===== config.mk =====
export PLATFORM = sky130hd
export DESIGN_NAME = pwm_fade_ctrl
export DESIGN_NICKNAME = d
export VERILOG_FILES = /design/src/rtl/pwm_pkg.sv /design/src/rtl/pwm_period_gen.sv /design/src/rtl/pwm_fade_ctrl.sv
export SDC_FILE = /design/constraint.sdc
export NUM_CORES = 1
export LEC_CHECK = 0
export ABC_AREA = 1
export CORE_MARGIN = 2
export CORE_UTILIZATION = 60
export CTS_BUF_LIST = sky130_fd_sc_hd__clkbuf_4 sky130_fd_sc_hd__clkbuf_8
export CTS_CLUSTER_DIAMETER = 80
export DETAILED_ROUTE_END_ITERATION = 8
export PLACE_DENSITY = 0.79
export SLEW_MARGIN = 20
export SYNTH_ARGS = -nofsm -noshare
export SYNTH_HDL_FRONTEND = slang
export SYNTH_SLANG_ARGS = --single-unit

===== constraint.sdc =====
create_clock -name clk -period 5.5 [get_ports clk]
set_clock_uncertainty 0.2 [all_clocks]
set_input_delay 0.825 -clock clk [delete_from_list [all_inputs] [get_ports clk]]
set_output_delay 0.825 -clock clk [all_outputs]
set_load 0.02 [all_outputs]

===== src/rtl/pwm_pkg.sv =====
// Shared constants, clock-divider derivation and FSM state type for the PWM fade controller.
package pwm_pkg;

    localparam int DUTY_MAX = 100;
    localparam int DUTY_W   = 7;

    typedef enum logic {IDLE, RAMP} state_t;

    // Integer division rounded half-up.
    function automatic int unsigned rdiv(input int unsigned a, input int unsigned b);
        int unsigned q;
        q = a / b;
        if (2 * (a % b) >= b) q = q + 1;
        return q;
    endfunction

    function automatic int unsigned calc_cnt_max(input int unsigned clk_mhz,
                                                 input int unsigned freq_khz);
        return rdiv(clk_mhz * 1000, freq_khz);
    endfunction

    // Fixed-point (Q16) scale turning a percent duty into period counts.
    function automatic int unsigned calc_k(input int unsigned cnt_max);
        return rdiv(cnt_max * 65536, 100);
    endfunction

endpackage


===== src/rtl/pwm_period_gen.sv =====
// Free-running PWM period counter with a load-strobed compare register and registered output.
module pwm_period_gen
    import pwm_pkg::*;
#(
    parameter int CNT_MAX = 125,
    parameter int CNT_W   = 7
) (
    input  logic           clk,
    input  logic           rst,
    input  logic [CNT_W:0] cmp_next,
    input  logic           load,
    output logic           wrap,
    output logic           pwm_out
);

    logic [CNT_W-1:0] cnt;
    logic [CNT_W:0]   cmp_p1;

    assign wrap = (cnt == CNT_W'(CNT_MAX - 1));

    always_ff @(posedge clk) begin
        if (!rst) begin
            cnt     <= '0;
            cmp_p1  <= '0;
            pwm_out <= 1'b0;
        end else begin
            cnt <= wrap ? '0 : cnt + 1'b1;
            if (load) cmp_p1 <= cmp_next;
            // Output stage: one cycle behind cnt; cmp_p1 one bit wider so 100 % stays high.
            pwm_out <= ({1'b0, cnt} < cmp_p1);
        end
    end

endmodule


===== src/rtl/pwm_fade_ctrl.sv =====
// PWM generator whose duty fades one percent per STEP_PERIODS periods toward a commanded target.
module pwm_fade_ctrl
    import pwm_pkg::*;
#(
    parameter int CLK_MHZ      = 50,
    parameter int FREQ_KHZ     = 400,
    parameter int STEP_PERIODS = 4
) (
    input  logic              clk,
    input  logic              rst,
    input  logic              cmd_valid,
    input  logic [DUTY_W-1:0] cmd_duty,
    output logic              cmd_ready,
    output logic              pwm_out,
    output logic [DUTY_W-1:0] cur_duty,
    output logic              busy,
    output logic              done
);

    localparam int                     CNT_MAX   = int'(calc_cnt_max(CLK_MHZ, FREQ_KHZ));
    localparam int                     CNT_W     = $clog2(CNT_MAX);
    localparam logic [23:0]            K         = 24'(calc_k(CNT_MAX));
    localparam int                     STEP_W    = (STEP_PERIODS > 1) ? $clog2(STEP_PERIODS) : 1;
    localparam logic [STEP_W-1:0]      STEP_LAST = STEP_W'(STEP_PERIODS - 1);
    localparam logic [DUTY_W-1:0]      DUTY_TOP  = DUTY_W'(DUTY_MAX);
    localparam logic signed [DUTY_W:0] UP        = 1;
    localparam logic signed [DUTY_W:0] DOWN      = -1;

    // Percent to compare threshold, rounded to the nearest count within a 24-bit product.
    function automatic logic [CNT_W:0] duty_to_cmp(input logic [DUTY_W-1:0] duty);
        logic [23:0] prod;
        prod = 24'(duty) * K + 24'd32768;
        return prod[16 +: CNT_W + 1];
    endfunction

    function automatic logic [DUTY_W-1:0] clamp_duty(input logic [DUTY_W-1:0] duty);
        return (duty > DUTY_TOP) ? DUTY_TOP : duty;
    endfunction

    state_t                  state;
    logic [DUTY_W-1:0]       tgt;
    logic [DUTY_W-1:0]       tgt_req;
    logic [DUTY_W-1:0]       duty_next;
    logic signed [DUTY_W:0]  dir;
    logic signed [DUTY_W:0]  duty_sum;
    logic [STEP_W-1:0]       step_cnt;
    logic                    accept;
    logic                    wrap;
    logic                    step_evt;
    logic [CNT_W:0]          cmp_next;

    assign tgt_req   = clamp_duty(cmd_duty);
    assign accept    = (state == IDLE) && cmd_valid && cmd_ready;
    assign dir       = (tgt > cur_duty) ? UP : DOWN;
    assign duty_sum  = $signed({1'b0, cur_duty}) + dir;
    assign duty_next = DUTY_W'(duty_sum);
    assign step_evt  = (state == RAMP) && wrap && (step_cnt == STEP_LAST);
    // Threshold for the duty being stepped to, loaded on the same edge as cur_duty.
    assign cmp_next  = duty_to_cmp(duty_next);

    pwm_period_gen #(
        .CNT_MAX (CNT_MAX),
        .CNT_W   (CNT_W)
    ) u_period (
        .clk      (clk),
        .rst      (rst),
        .cmp_next (cmp_next),
        .load     (step_evt),
        .wrap     (wrap),
        .pwm_out  (pwm_out)
    );

    always_ff @(posedge clk) begin
        if (accept) tgt <= tgt_req;
    end

    always_ff @(posedge clk) begin
        if (!rst) begin
            state     <= IDLE;
            cmd_ready <= 1'b0;
            busy      <= 1'b0;
            done      <= 1'b0;
            cur_duty  <= '0;
            step_cnt  <= '0;
        end else begin
            done <= 1'b0;
            case (state)
                IDLE: begin
                    cmd_ready <= 1'b1;
                    if (accept) begin
                        step_cnt <= '0;
                        if (tgt_req == cur_duty) begin
                            done <= 1'b1;
                        end else begin
                            state     <= RAMP;
                            cmd_ready <= 1'b0;
                            busy      <= 1'b1;
                        end
                    end
                end
                RAMP: begin
                    if (step_evt) begin
                        step_cnt <= '0;
                        cur_duty <= duty_next;
                        if (duty_next == tgt) begin
                            done      <= 1'b1;
                            busy      <= 1'b0;
                            cmd_ready <= 1'b1;
                            state     <= IDLE;
                        end
                    end else if (wrap) begin
                        step_cnt <= step_cnt + 1'b1;
                    end
                end
                default: state <= IDLE;
            endcase
        end
    end

endmodule

Word-level counts from Yosys, hierarchy flattened:

Index checks and enable logic that the tools add are counted.
Widths: inputs -> output; s select.

* register bits after elaboration: 36

* add/sub/neg operators: 4
* multiply operators: 1
* magnitude comparators: 3
* equal/unequal tests: 9
* mux-type cells: 25
* bitwise operators: 2
* reductions and logical operators: 9

Operators with widths (count)
* $add 24x16->24 const B: 1
* $mux 1: 15
* $eq 7x7->1: 2
* $mux 7: 2
* $mul 7x3->10 const B: 1
* $lt 7x8->1: 1
* $pmux 1 s2: 4
* $add 7x1->7 const B: 1
* $add 7x7->7: 1
* $eq 7x7->1 const B: 1
* $gt 7x7->1: 1
* $gt 7x7->1 const B: 1
* $mux 2: 3
* $reduce_and 2->1: 3
* $logic_and 1x1->1: 4
* $ne 2x1->1 const B: 2
* $ne 2x2->1 const B: 2
* $pmux 2 s2: 1
* $reduce_and 4->1: 1
* $ne 3x1->1 const B: 1
* $add 2x1->2 const B: 1
* $eq 2x2->1 const B: 1
* $not 1->1: 2
* $reduce_or 2->1: 1

Logic depth before layout (Yosys ltp):

* word-level depth: 7
* depth in mapped cells: 30
* mapped depth without buffers: 30

Cells and area by module:

A second synthesis with hierarchy kept.

* cell total of the unflattened synthesis: 376
* area, all modules: 2742.6 µm²

Modules (own cells, without submodules)
* pwm_fade_ctrl: instances 1, cells each 278, area an instance 1965.6 µm²
* pwm_period_gen: instances 1, cells each 98, area an instance 777.0 µm²

Worst setup path after synthesis:

OpenSTA, ideal clock, no wires.

* kind: reg-to-reg
* start point: register cur_duty[6]
* end point: register u_period.cmp_p1[5]
* library setup time: 109 ps
* arrival time: 3932 ps
* setup slack: 1258 ps
* cell stages (with the launch flop): 25
* path buffers: 0
* path through: dfxtp_1 inv_1 ha_1 nand2_1 nor2_2 nand2_1 nand2_1 nand2_2 ha_1 a21oi_1 nand2_1 or2_1 nand2_2 inv_1 ha_1 ha_1 inv_1 fa_1 nand3b_1 nor3_1 inv_1 nand2_1 nand3_1 nand2_1 inv_1

* cells in the longest elaborated chain, start to end: 5

RTL lines
* from (decl): RTL line pwm_fade_ctrl.sv:15 `output logic [DUTY_W-1:0] cur_duty,`
* from (signal assigned): RTL line pwm_fade_ctrl.sv:104 `cur_duty <= duty_next;`
* $gt 7x7->1: RTL line pwm_fade_ctrl.sv:54 `assign dir = (tgt > cur_duty) ? UP : DOWN;`
* $mux 7: RTL line pwm_fade_ctrl.sv:54
* $add 7x7->7: RTL line pwm_fade_ctrl.sv:55 `assign duty_sum = $signed({1'b0, cur_duty}) + dir;`
* via duty_sum[3]: RTL line pwm_fade_ctrl.sv:45 `logic signed [DUTY_W:0] duty_sum;`
* $mul 7x3->10: RTL line pwm_fade_ctrl.sv:32 `prod = 24'(duty) * K + 24'd32768;`
* $add 24x16->24: RTL line pwm_fade_ctrl.sv:32
* to (signal assigned): RTL line pwm_period_gen.sv:28 `if (load) cmp_p1 <= cmp_next;`
* to (decl): RTL line pwm_period_gen.sv:17 `logic [CNT_W:0] cmp_p1;`

The timed path passes the listed nets, and every way through them passes these cells.
A chain may end at the register's enable or synchronous reset.

Final worst setup path:

* start point: register cur_duty[6]
* end point: register u_period.cmp_p1[6]

Same word-level chain as after synthesis.

==> metrics <==
outcome completed; root buf cell clkbuf_8; TritonCTS Buffers 5; Max transition margin 69.6%; Post-DRT Antenna Nets 0; setup violators final 0; hold_ws 0.268 ns; DRT iter0 DRCs 150; HPWL Detailed 4290 um; worst slew pin tran 0.452 ns; Commonest cells post-synth inv_1 (64), nand2_1 (59), a21oi_1 (34); ranking of synthesized cells by area dfxtp_1 (22%), ha_1 (14%), inv_1 (9.0%), nand2_1 (8.3%), edfxtp_1 (7.9%); Seq cells post-synth 36; Max Clk Rate 211 MHz; CTS Hold Bufs 0; layout cells sized above 1 9.26%; sequential power share 45.9%; r2r startpoint cur_duty[6]; Residual DRC 0; critical setup path kind reg2reg; die width 70.6 um; antenna cells 0; first-pass GRT wire length 9190 um; largest net degree at the start of global routing 25; power per cell area 205 nW/um^2; HP Start step_cnt[0]; Synth top area share 21.8%; # Max-Cap Violations 0; All-Layer GR Usage 22.8%; Worst Reg2Reg Path Length in Cells 25; WL/cell 12.3 um; synth-to-layout area growth 12.7%; Core Util, Final 69.4%; clock slew at reported path FFs 0.08 ns; # clock sinks 36; CP startpoint kind register; Syn Inst Count 356; Core Rows 24; buffers added on ports 20; ys async rst share 0%; Yosys Warn Count 0; cell taking the most area after synthesis dfxtp_1; register area share after synthesis 29.7%; Net Sw Power 180 uW; final period utilization 86.0%; most frequent cell after synthesis inv_1; Vias 2264; post-route minimum period 4.73 ns; Setup WS post-layout 0.768 ns; post-synthesis net count 398; Worst EP arrival 4.73 ns; clock buffer depth 2; R2R Path End u_period.cmp_p1[6]; max-slew violations 0; final hold violations 0; worst reg2reg setup slack 0.77 ns; Crit Path Max Fanout 9; vias in the first global route 2130; Worst-Skew Late Latency 0.29 ns; Slowest-stage cell, CP o31ai_1; gr ovfl total 0; Worst Hold Depth 1; most frequent CP cell nand2_1; internal cell power 436 uW; initial antenna violation count 0; Netlist cell types 39; Max rail drop VDD 0.145 mV; hold endpoint step_cnt[0]; CP Capture Type register; unrepaired setup endpoints after global routing false; Logic pwr share 21.1%; worst slack, placed 0.828 ns; total core area 4320 um^2; starting density of the core 61.6%; hold crit path type reg2reg; H-tree levels 2; Worst Path Required 5.50 ns; setup_tns 0 ns; Post-Syn Area 2670 um^2; clock share of power 33.0%; cts repair resizes 0; Switching Fraction 29.2%; Pleak 1.38 nW; Die Y 70.6 um; ys flop type dfxtp_1; EDFF count, synth 7; final WL 5270 um; Vias/cell 5.27; DRT Pass-1 Iters 4; CP max stage delay 0.46 ns; CTS tree built; Ports 21; Post-CTS Setup Repair Bufs 0; Final #Nets 419; syn avg cell area 7.49 um^2; GPL Wtd Cong 0.926; Total Die Area 4990 um^2
-- per-layer routing --
metal | GRT usage, % | wire (um) | share of wire [%]
met1 | 30.9 | 2640 | 50
met2 | 37.7 | 2410 | 46
met3 | 3.85 | 160 | 3.0
met4 | 6.50 | 56 | 1.1
met5 | 0 | 0 | 0
-- kinds of logic (layout without fill, tap and decap cells) --
kind of cell	Yosys count	after routing	synth area share, %
AOI/OAI and AO/OA	60	60	12.3
xor gates and xnor gates	18	18	6.62
adders and majority gates	32	32	15.6
buffers and inverters	72	94	10.3
DFF	36	36	29.7
and+or+nand+nor	138	138	25.4
-- state kept, by name, indices dropped and copies added, names as in the netlist --
| register | cells |
|---|---|
| u_period.cmp_p1 | 8 |
| cur_duty | 7 |
| tgt | 7 |
| u_period.cnt | 7 |
| step_cnt | 2 |
| busy | 1 |
| cmd_ready | 1 |
| done | 1 |
| state | 1 |
| u_period.pwm_out | 1 |
-- critical path: cells and delay by family, from the launching register on --
kind	cells	cell delay, ns
fa+ha+maj	5	1.55
simple gates	13	1.39
compound gates	2	0.62
flops	1	0.45
buf+inv	5	0.44
-- power groups by stage --
stage                     clock (mW)  sequential [mW]  combinational, mW
after floorplan                    0            0.290             0.0952
after global placement             0            0.289              0.127
after detailed placement           0            0.289              0.129
after CTS                      0.203            0.283              0.130
after global routing           0.212            0.284              0.148
final                          0.203            0.283              0.130
-- stage by stage --
stage,instance area [um^2],total power [mW],cells
after CTS,3000,0.616,430
final,3000,0.616,430
after detailed placement,2910,0.418,422
after global placement,2910,0.415,422
after floorplan,2670,0.385,356
after global routing,3000,0.644,430
-- area by class of cell --
cell class	count	area, um^2
Multi-Input combinational cell	248	1600
Fill cell	363	1320
Sequential cell	36	791
Inverter	66	250
Timing Repair Buffer	20	200
Clock buffer	7	90.1
Tap cell	52	65.1
Clock inverter	1	7.51
-- cell usage in the layout (no fill, tap or decap), types with 2 or more instances in the layout --
cell / instances
ha_1: 30
o21ai_0: 16
a21oi_1: 34
o211ai_1: 2
or2_1: 2
a21oi_2: 2
clkbuf_8: 6
nand2_2: 10
nand2_1: 59
xnor2_1: 8
nand4_1: 5
nor2_1: 21
nand3_1: 20
xor2_1: 9
dfxtp_1: 29
clkdlybuf4s50_1: 20
inv_1: 64
nand3_2: 5
fa_1: 2
nor2_2: 3
edfxtp_1: 7
nor3_1: 5
-- worst max-delay path by stage --
stage	from	endpoint	cells after the start
after floorplan	cur_duty[6]	u_period.cmp_p1[5]	24
after global placement	cur_duty[6]	u_period.cmp_p1[6]	25
after detailed placement	cur_duty[6]	u_period.cmp_p1[6]	25
after CTS	cur_duty[6]	u_period.cmp_p1[6]	25
after global routing	cur_duty[6]	u_period.cmp_p1[6]	25
final	cur_duty[6]	u_period.cmp_p1[6]	25
Note: power is estimated with default switching activity, not from simulation.
